$ cat src/rtl/stream_mux_pkg.sv
// Shared constants and helpers for the N-input round-robin stream multiplexer.
package stream_mux_pkg;
  localparam int MODE_RR    = 0;
  localparam int MODE_FIXED = 1;

  // Select width for n channels, never narrower than one bit
  function automatic int sel_width(input int n);
    return (n <= 2) ? 1 : $clog2(n);
  endfunction
endpackage

$ cat src/rtl/rr_arbiter_n.sv
// Combinational N-way arbiter: round-robin from ptr or fixed lowest-index priority,
// forced to lock_ch while a packet is in flight.
module rr_arbiter_n
  import stream_mux_pkg::*;
#(
  parameter  int N    = 4,
  parameter  int MODE = MODE_RR,
  localparam int SELW = sel_width(N)
) (
  input  logic [N-1:0]    req,
  input  logic [SELW-1:0] ptr,
  input  logic            lock,
  input  logic [SELW-1:0] lock_ch,
  output logic [SELW-1:0] grant,
  output logic            grant_vld
);

  logic [SELW-1:0] idx;

  // Scans run from the lowest-priority candidate upward so the last hit wins
  always_comb begin
    grant     = '0;
    grant_vld = 1'b0;
    idx       = '0;
    if (lock) begin
      grant     = lock_ch;
      grant_vld = req[lock_ch];
    end else if (MODE == MODE_FIXED) begin
      for (int i = N - 1; i >= 0; i--) begin
        if (req[SELW'(i)]) begin
          grant     = SELW'(i);
          grant_vld = 1'b1;
        end
      end
    end else begin
      for (int k = N - 1; k >= 0; k--) begin
        idx = SELW'((int'(ptr) + k) % N);
        if (req[idx]) begin
          grant     = idx;
          grant_vld = 1'b1;
        end
      end
    end
  end

endmodule

$ cat src/rtl/stream_muxn_rr.sv
// N-input valid/ready stream mux with packet-locked arbitration and a registered
// output stage that sustains one beat per cycle.
module stream_muxn_rr
  import stream_mux_pkg::*;
#(
  parameter  int N     = 4,
  parameter  int WIDTH = 8,
  parameter  int MODE  = MODE_RR,
  localparam int SELW  = sel_width(N)
) (
  input  logic                 CLK,
  input  logic                 RESET,
  input  logic [N*WIDTH-1:0]   in_data,
  input  logic [N-1:0]         in_valid,
  input  logic [N-1:0]         in_last,
  output logic [N-1:0]         in_ready,
  output logic [WIDTH-1:0]     out_data,
  output logic                 out_valid,
  output logic                 out_last,
  output logic [SELW-1:0]      out_sel,
  input  logic                 out_ready
);

  logic [SELW-1:0]  ptr, lock_ch, grant, ptr_nxt;
  logic             locked, grant_vld, load_en, xfer, sel_last;
  logic [WIDTH-1:0] sel_data;

  rr_arbiter_n #(.N(N), .MODE(MODE)) u_arb (
    .req       (in_valid),
    .ptr       (ptr),
    .lock      (locked),
    .lock_ch   (lock_ch),
    .grant     (grant),
    .grant_vld (grant_vld)
  );

  assign load_en  = ~out_valid | out_ready;
  assign sel_data = in_data[grant*WIDTH +: WIDTH];
  assign sel_last = in_last[grant];
  assign xfer     = |(in_valid & in_ready);
  assign ptr_nxt  = (grant == SELW'(N - 1)) ? '0 : grant + 1'b1;

  always_comb begin
    in_ready = '0;
    if (load_en && grant_vld && !RESET) in_ready[grant] = 1'b1;
  end

  always_ff @(posedge CLK) begin
    if (RESET) begin
      out_valid <= 1'b0;
      out_data  <= '0;
      out_last  <= 1'b0;
      out_sel   <= '0;
      ptr       <= '0;
      locked    <= 1'b0;
      lock_ch   <= '0;
    end else if (xfer) begin
      out_valid <= 1'b1;
      out_data  <= sel_data;
      out_last  <= sel_last;
      out_sel   <= grant;
      // End of packet releases the lock; only then does round-robin advance
      if (sel_last) begin
        locked <= 1'b0;
        if (MODE == MODE_RR) ptr <= ptr_nxt;
      end else begin
        locked  <= 1'b1;
        lock_ch <= grant;
      end
    end else if (out_ready) begin
      out_valid <= 1'b0;
    end
  end

endmodule

$ cat config.mk
export PLATFORM = sky130hd
export DESIGN_NAME = stream_muxn_rr
export DESIGN_NICKNAME = d
export VERILOG_FILES = /design/src/rtl/stream_mux_pkg.sv /design/src/rtl/rr_arbiter_n.sv /design/src/rtl/stream_muxn_rr.sv
export SDC_FILE = /design/constraint.sdc
export NUM_CORES = 1
export LEC_CHECK = 0
export ABC_CLOCK_PERIOD_IN_PS = 3300
export BUFFER_PORTS_ARGS = -buffer_cell sky130_fd_sc_hd__buf_2
export CAP_MARGIN = 20
export CORE_AREA = 5 5 67 69
export DETAILED_ROUTE_END_ITERATION = 8
export DIE_AREA = 0 0 72 74
export SYNTH_ARGS = -nofsm -noshare
export SYNTH_HDL_FRONTEND = slang
export SYNTH_SLANG_ARGS = --single-unit
$ cat constraint.sdc
create_clock -name CLK -period 3.3 [get_ports CLK]
set_clock_uncertainty 0.15 [all_clocks]
set_input_delay 0.66 -clock CLK [delete_from_list [all_inputs] [get_ports CLK]]
set_output_delay 0.66 -clock CLK [all_outputs]
set_load 0.1 [all_outputs]
After elaboration in Yosys (flattened, before gate mapping)
Index checks and enable logic that the tools add are counted.
{"block": "totals", "reg_bits": 17, "input_bits": 43, "out_inout_bits": 16, "wordCells": 61}
{"block": "op_classes", "n_addsub": 4, "n_lt_le_gt_ge": 7, "eq_ne": 1, "shifts": 1, "n_mux": 29, "bitwise": 4, "reduce_logical": 8}
{"operator": "$shiftx 32x6->8", "n": 1}
{"operator": "$lt 2x3->1 const B", "n": 6}
{"operator": "$mux 1", "n": 15}
{"operator": "$bmux 1 s2", "n": 6}
{"operator": "$mux 2", "n": 6}
{"operator": "$add 2x1->2 const B", "n": 2}
{"operator": "$add 2x2->2 const B", "n": 2}
{"operator": "$and 4x4->4", "n": 1}
{"operator": "$mux 4", "n": 1}
{"operator": "$reduce_and 2->1", "n": 2}
{"operator": "$reduce_or 4->1", "n": 1}
{"operator": "$logic_and 1x1->1", "n": 3}
{"operator": "$demux 1 s2", "n": 1}
{"operator": "$eq 2x2->1 const B", "n": 1}
{"operator": "$ge 2x1->1 const B", "n": 1}
{"operator": "$not 1->1", "n": 2}
{"operator": "$reduce_bool 2->1", "n": 1}
{"operator": "$logic_not 1->1", "n": 1}
{"operator": "$or 1x1->1", "n": 1}

Longest topological paths before layout
{"block": "logic_depth", "depth_word": 16, "ltp_mapped": 15, "mapped_depth_nobuf": 11}

By module
A second synthesis with hierarchy kept.
{"block": "hier_totals", "hier_cells": 108, "area_unflattened_um2": 1126.1}
{"mod": "stream_muxn_rr", "instances": 1, "cells_each": 88, "area_per_inst_um2": 980.9, "seq_area_each_um2": 340.3}
{"mod": "rr_arbiter_n", "instances": 1, "cells_each": 20, "area_per_inst_um2": 145.1, "seq_area_each_um2": 0.0}

Least setup slack after synthesis
OpenSTA, ideal clock, no wires.
{"block": "synth_timing", "kind": "input -> output", "startpoint": "input in_valid[2]", "endpoint": "output in_ready[1]", "t_arrival_ns": 3.076, "required_ns": 2.490, "slack_ns": -0.586, "path_stages": 9, "path_buffers": 3, "cell_sequence": "buf_6 -> nor3b_2 -> a31oi_1 -> a2111o_1 -> buf_6 -> nand2_4 -> inv_2 -> buf_2 -> nor2_1"}
{"block": "synth_between", "elab_chain_cells": 12, "elab_cells_between_ends": 28, "classes_between": "2 x order compare; 23 x mux; 3 x reduce/logical"}
{"element": "start: declaration", "line": "stream_muxn_rr.sv:14", "source": "input logic [N-1:0] in_valid,"}
{"element": "$bmux 1 s2", "line": "rr_arbiter_n.sv:38", "source": "if (req[idx]) begin"}
{"element": "$mux 1 (implied by the code)", "line": "rr_arbiter_n.sv:38"}
{"element": "$mux 2 (4 in a row)", "line": "rr_arbiter_n.sv:38"}
{"element": "$mux 2", "line": "rr_arbiter_n.sv:25", "source": "if (lock) begin"}
{"element": "$lt 2x3->1 (implied by the code) / $ge 2x1->1 (equally long branches)", "line": "stream_muxn_rr.sv:45", "source": "if (load_en && grant_vld && !RESET) in_ready[grant] = 1'b1;"}
{"element": "$logic_and 1x1->1 (implied by the code)", "line": "stream_muxn_rr.sv:45"}
{"element": "$mux 1 (implied by the code)", "line": "stream_muxn_rr.sv:45"}
{"element": "$demux 1 s2", "line": "stream_muxn_rr.sv:45"}
{"element": "$mux 4 (*)", "line": "stream_muxn_rr.sv:45"}
{"element": "end: declaration", "line": "stream_muxn_rr.sv:16", "source": "output logic [N-1:0] in_ready,"}
Mark *: on every way between the ends. The rest lies on a longest branch, timed or not. The select of a mux whose other input is x is not followed.

Final worst setup path
{"block": "layout_timing", "startpoint": "input in_valid[0]", "endpoint": "output in_ready[2]"}
Same word-level chain as after synthesis.

==> reports/results.ini <==
[run_status]
status=complete, no violations

[global_route]
antenna_found_initial=0
grt_pass1_vias=1303
grt_pass1_wl_mm=6.05
grt_start_max_net_pins=16
grtUsageTotal_pct=14.5
gr-total-overflow=0

[cells_and_area]
fin_util_pct=44.8
fin_area_sq_um=1730
layout_common_cells=buf_2, nand2_1, dfxtp_1
fill_cells=426
n_antenna_cell=0
fin_nets=255
syn2layout_area_growth_pct=35.4
final_common_cell=buf_2
drive_above_1_share_pct=39.5

[timing]
worst_slew_margin_rel_pct=67.3
tightest_slew_ns=0.494
finalCritPeriodShare_pct=94.9
fin_crit_ns=3.13
rsz0062_at_grt=no
finalHoldWorstSlack_ns=0.304
setup_tns_ns=0
finalHoldViolations=0
clock.fmax_mhz=319
slew_violations=0
setup_violations=0

[clock_tree]
cts_buffers=3
clock-sinks=17
post_cts_buffers=0
clock_path_buffers=2
root_buffer=clkbuf_8
htree_levels=1
clock_latency_ns=0.25
path_clk_slew_ns=0.07
cts_tree=done
postCtsHoldBufs=0

[place]
routabilityCongestion=0.818
dpl.hpwl_mm=3.09
place_area_sq_um=1680
io_buffer_count=58

[yosys]
postSynthCellCount=152
syn_nets=196
syn_avg_cell_area_sq_um=8.40
yosys_warnings=0
synth.area.top_cells=dfxtp_1, mux2i_1, a221oi_1, a21oi_1, a211o_1
synth_top_area_cell=dfxtp_1
synthDistinctLibCells=38
synth_area_sq_um=1280
netlist.area_leader.share_pct=26.6
ys_ff_latch=17
synth_seq_area_share_pct=26.6

[hold_path]
worstHoldEndpoint=out_data[6]
min_path_type=register to register
hp-start=out_data[6]
min_path_cells=2

[worst_setup_path]
cp_cell_sequence=buf_2 > nand2b_1 > a221o_1 > nand2_1 > inv_2 > ha_1 > and2_2 > buf_12
max_stage_delay_ns=0.42
crit_cells=8
critical_path.top_delay_family=simple AND/OR/NAND/NOR gates
slowest_stage=a221o_1
cp-start-kind=input pin
cp-end-kind=output pin
cp.arrival_ns=2.32
r2r_slack_ns=0.51
cp_max_fo=11
path_buf_inv=3
cp.required_ns=2.49
critPathKind=input pin to output pin
r2r_cells=11
r2r-end=lock_ch[1]
rr_startpoint=locked

[floorplanning]
dieArea_sq_um=5330
die_w_um=72
io_pins=59
die_h_um=74
start_util_pct=33.1
rows=23
coreArea_sq_um=3860

[detailed_routing]
wl_per_cell_um=14.6
first_iter_violations=81
wl_mm=3.78
viasPerCell=5.24
drc=0
drtPass1Iterations=4
ant_nets=0
via_count=1362

[run]
maxCapViolations=0

[power_and_ir_drop]
power_leakage_nw=0.799
powerDensity_nw_per_um2=717
peakVddDrop_uv=342

## registers in the layout, summed over array words and instances, names as in the netlist
name / count
out_valid: 1
ptr: 2
out_data: 8
out_sel: 2
locked: 1
out_last: 1
lock_ch: 2
## final cells by class
| cell class | count | area (sq um) | share of cell area, % |
|---|---|---|---|
| Timing Repair Buffer | 65 | 403 | 23.3 |
| Inverter | 5 | 18.8 | 1.09 |
| Tap cell | 50 | 62.6 | 3.62 |
| Clock inverter | 1 | 5.00 | 0.289 |
| Multi-Input combinational cell | 119 | 857 | 49.6 |
| Clock buffer | 3 | 41.3 | 2.39 |
| Sequential cell | 17 | 342 | 19.8 |
## power by group
group	total, mW	leakage (nW)	switching [mW]	internal [mW]
combinational	0.799	0.634	0.547	0.253
clock	0.154	0.0255	0.0704	0.0837
sequential	0.287	0.140	0.0373	0.250
## metrics by stage
step | worst slack (ns) | power (mW) | instances
detailed placement | 0.182 | 1.09 | 256
finish | 0.167 | 1.24 | 260
floorplan | -0.132 | 0.913 | 152
CTS | 0.0887 | 1.25 | 260
global route | 0.0275 | 1.32 | 260
global placement | 0.197 | 1.09 | 256
## cells in the mapped netlist
| cell | number |
|---|---|
| dfxtp_1 | 17 |
| nand2_1 | 17 |
| a21oi_1 | 15 |
| a221oi_1 | 9 |
| a211o_1 | 8 |
| and3_1 | 8 |
| mux2i_1 | 8 |
| nor2_1 | 8 |
| and2_1 | 5 |
| buf_2 | 5 |
| nand2b_1 | 5 |
| o21ai_0 | 4 |
| a31oi_1 | 3 |
| buf_6 | 3 |
| clkbuf_1 | 3 |
| inv_1 | 3 |
| nand3_1 | 3 |
| nor2b_1 | 3 |
| a2111oi_4 | 2 |
| inv_2 | 2 |
| nor3_1 | 2 |
| o211a_1 | 2 |
| o211ai_1 | 2 |
| a2111o_1 | 1 |
| a221o_1 | 1 |
| a311oi_1 | 1 |
| and2_0 | 1 |
| and3b_4 | 1 |
| ha_1 | 1 |
| mux4_1 | 1 |
| nand2_4 | 1 |
| nand4_1 | 1 |
| nor3b_2 | 1 |
| o221a_1 | 1 |
| o31a_2 | 1 |
| o31ai_1 | 1 |
| o31ai_2 | 1 |
| or3_1 | 1 |
## what timing repair did
item                                    4_1_cts  5_1_grt
endpoints found under the hold margin         0        0
gates resized for setup                       0        1
endpoints found under the setup margin        0        1
## cells by family (layout without fill, tap and decap cells)
logic type | Yosys count | count (layout) | share of synthesized area, %
muxes | 9 | 9 | 8.33
DFF | 17 | 17 | 26.6
buffers and inverters | 16 | 74 | 6.95
adders and majority gates | 1 | 1 | 0.979
AOI/OAI and AO/OA | 52 | 52 | 33.2
and+or+nand+nor | 57 | 57 | 23.9
## how the worst max path moves through the flow
stage	startpoint	to	slack (ns)
2_1_floorplan	in_valid[2]	in_ready[1]	-0.13
3_3_place_gp	in_valid[1]	in_ready[2]	0.20
3_5_place_dp	in_valid[1]	in_ready[2]	0.18
4_1_cts	locked	in_ready[2]	0.09
5_1_grt	in_valid[1]	in_ready[2]	0.03
6_report	in_valid[0]	in_ready[2]	0.17
## worst register-to-register path: stages, from the launching register on
cell     delay (ns)
dfxtp_2        0.45
nor2_1         0.10
a221o_1        0.45
nand2_1        0.26
inv_2          0.18
ha_1           0.22
nand2_1        0.06
nand2_1        0.07
o31ai_2        0.26
buf_4          0.20
a21oi_1        0.05
o221a_1        0.23
## per-layer routing
metal	wire length (um)	GRT usage, %	share of wire [%]	vias up
li1	-	-	-	693
met1	1660	18.7	44	607
met2	1730	23.6	46	58
met3	351	4.86	9.3	4
met4	43	3.76	1.1	0
met5	0	0	0	-
Power figures use the tool's default switching activity.
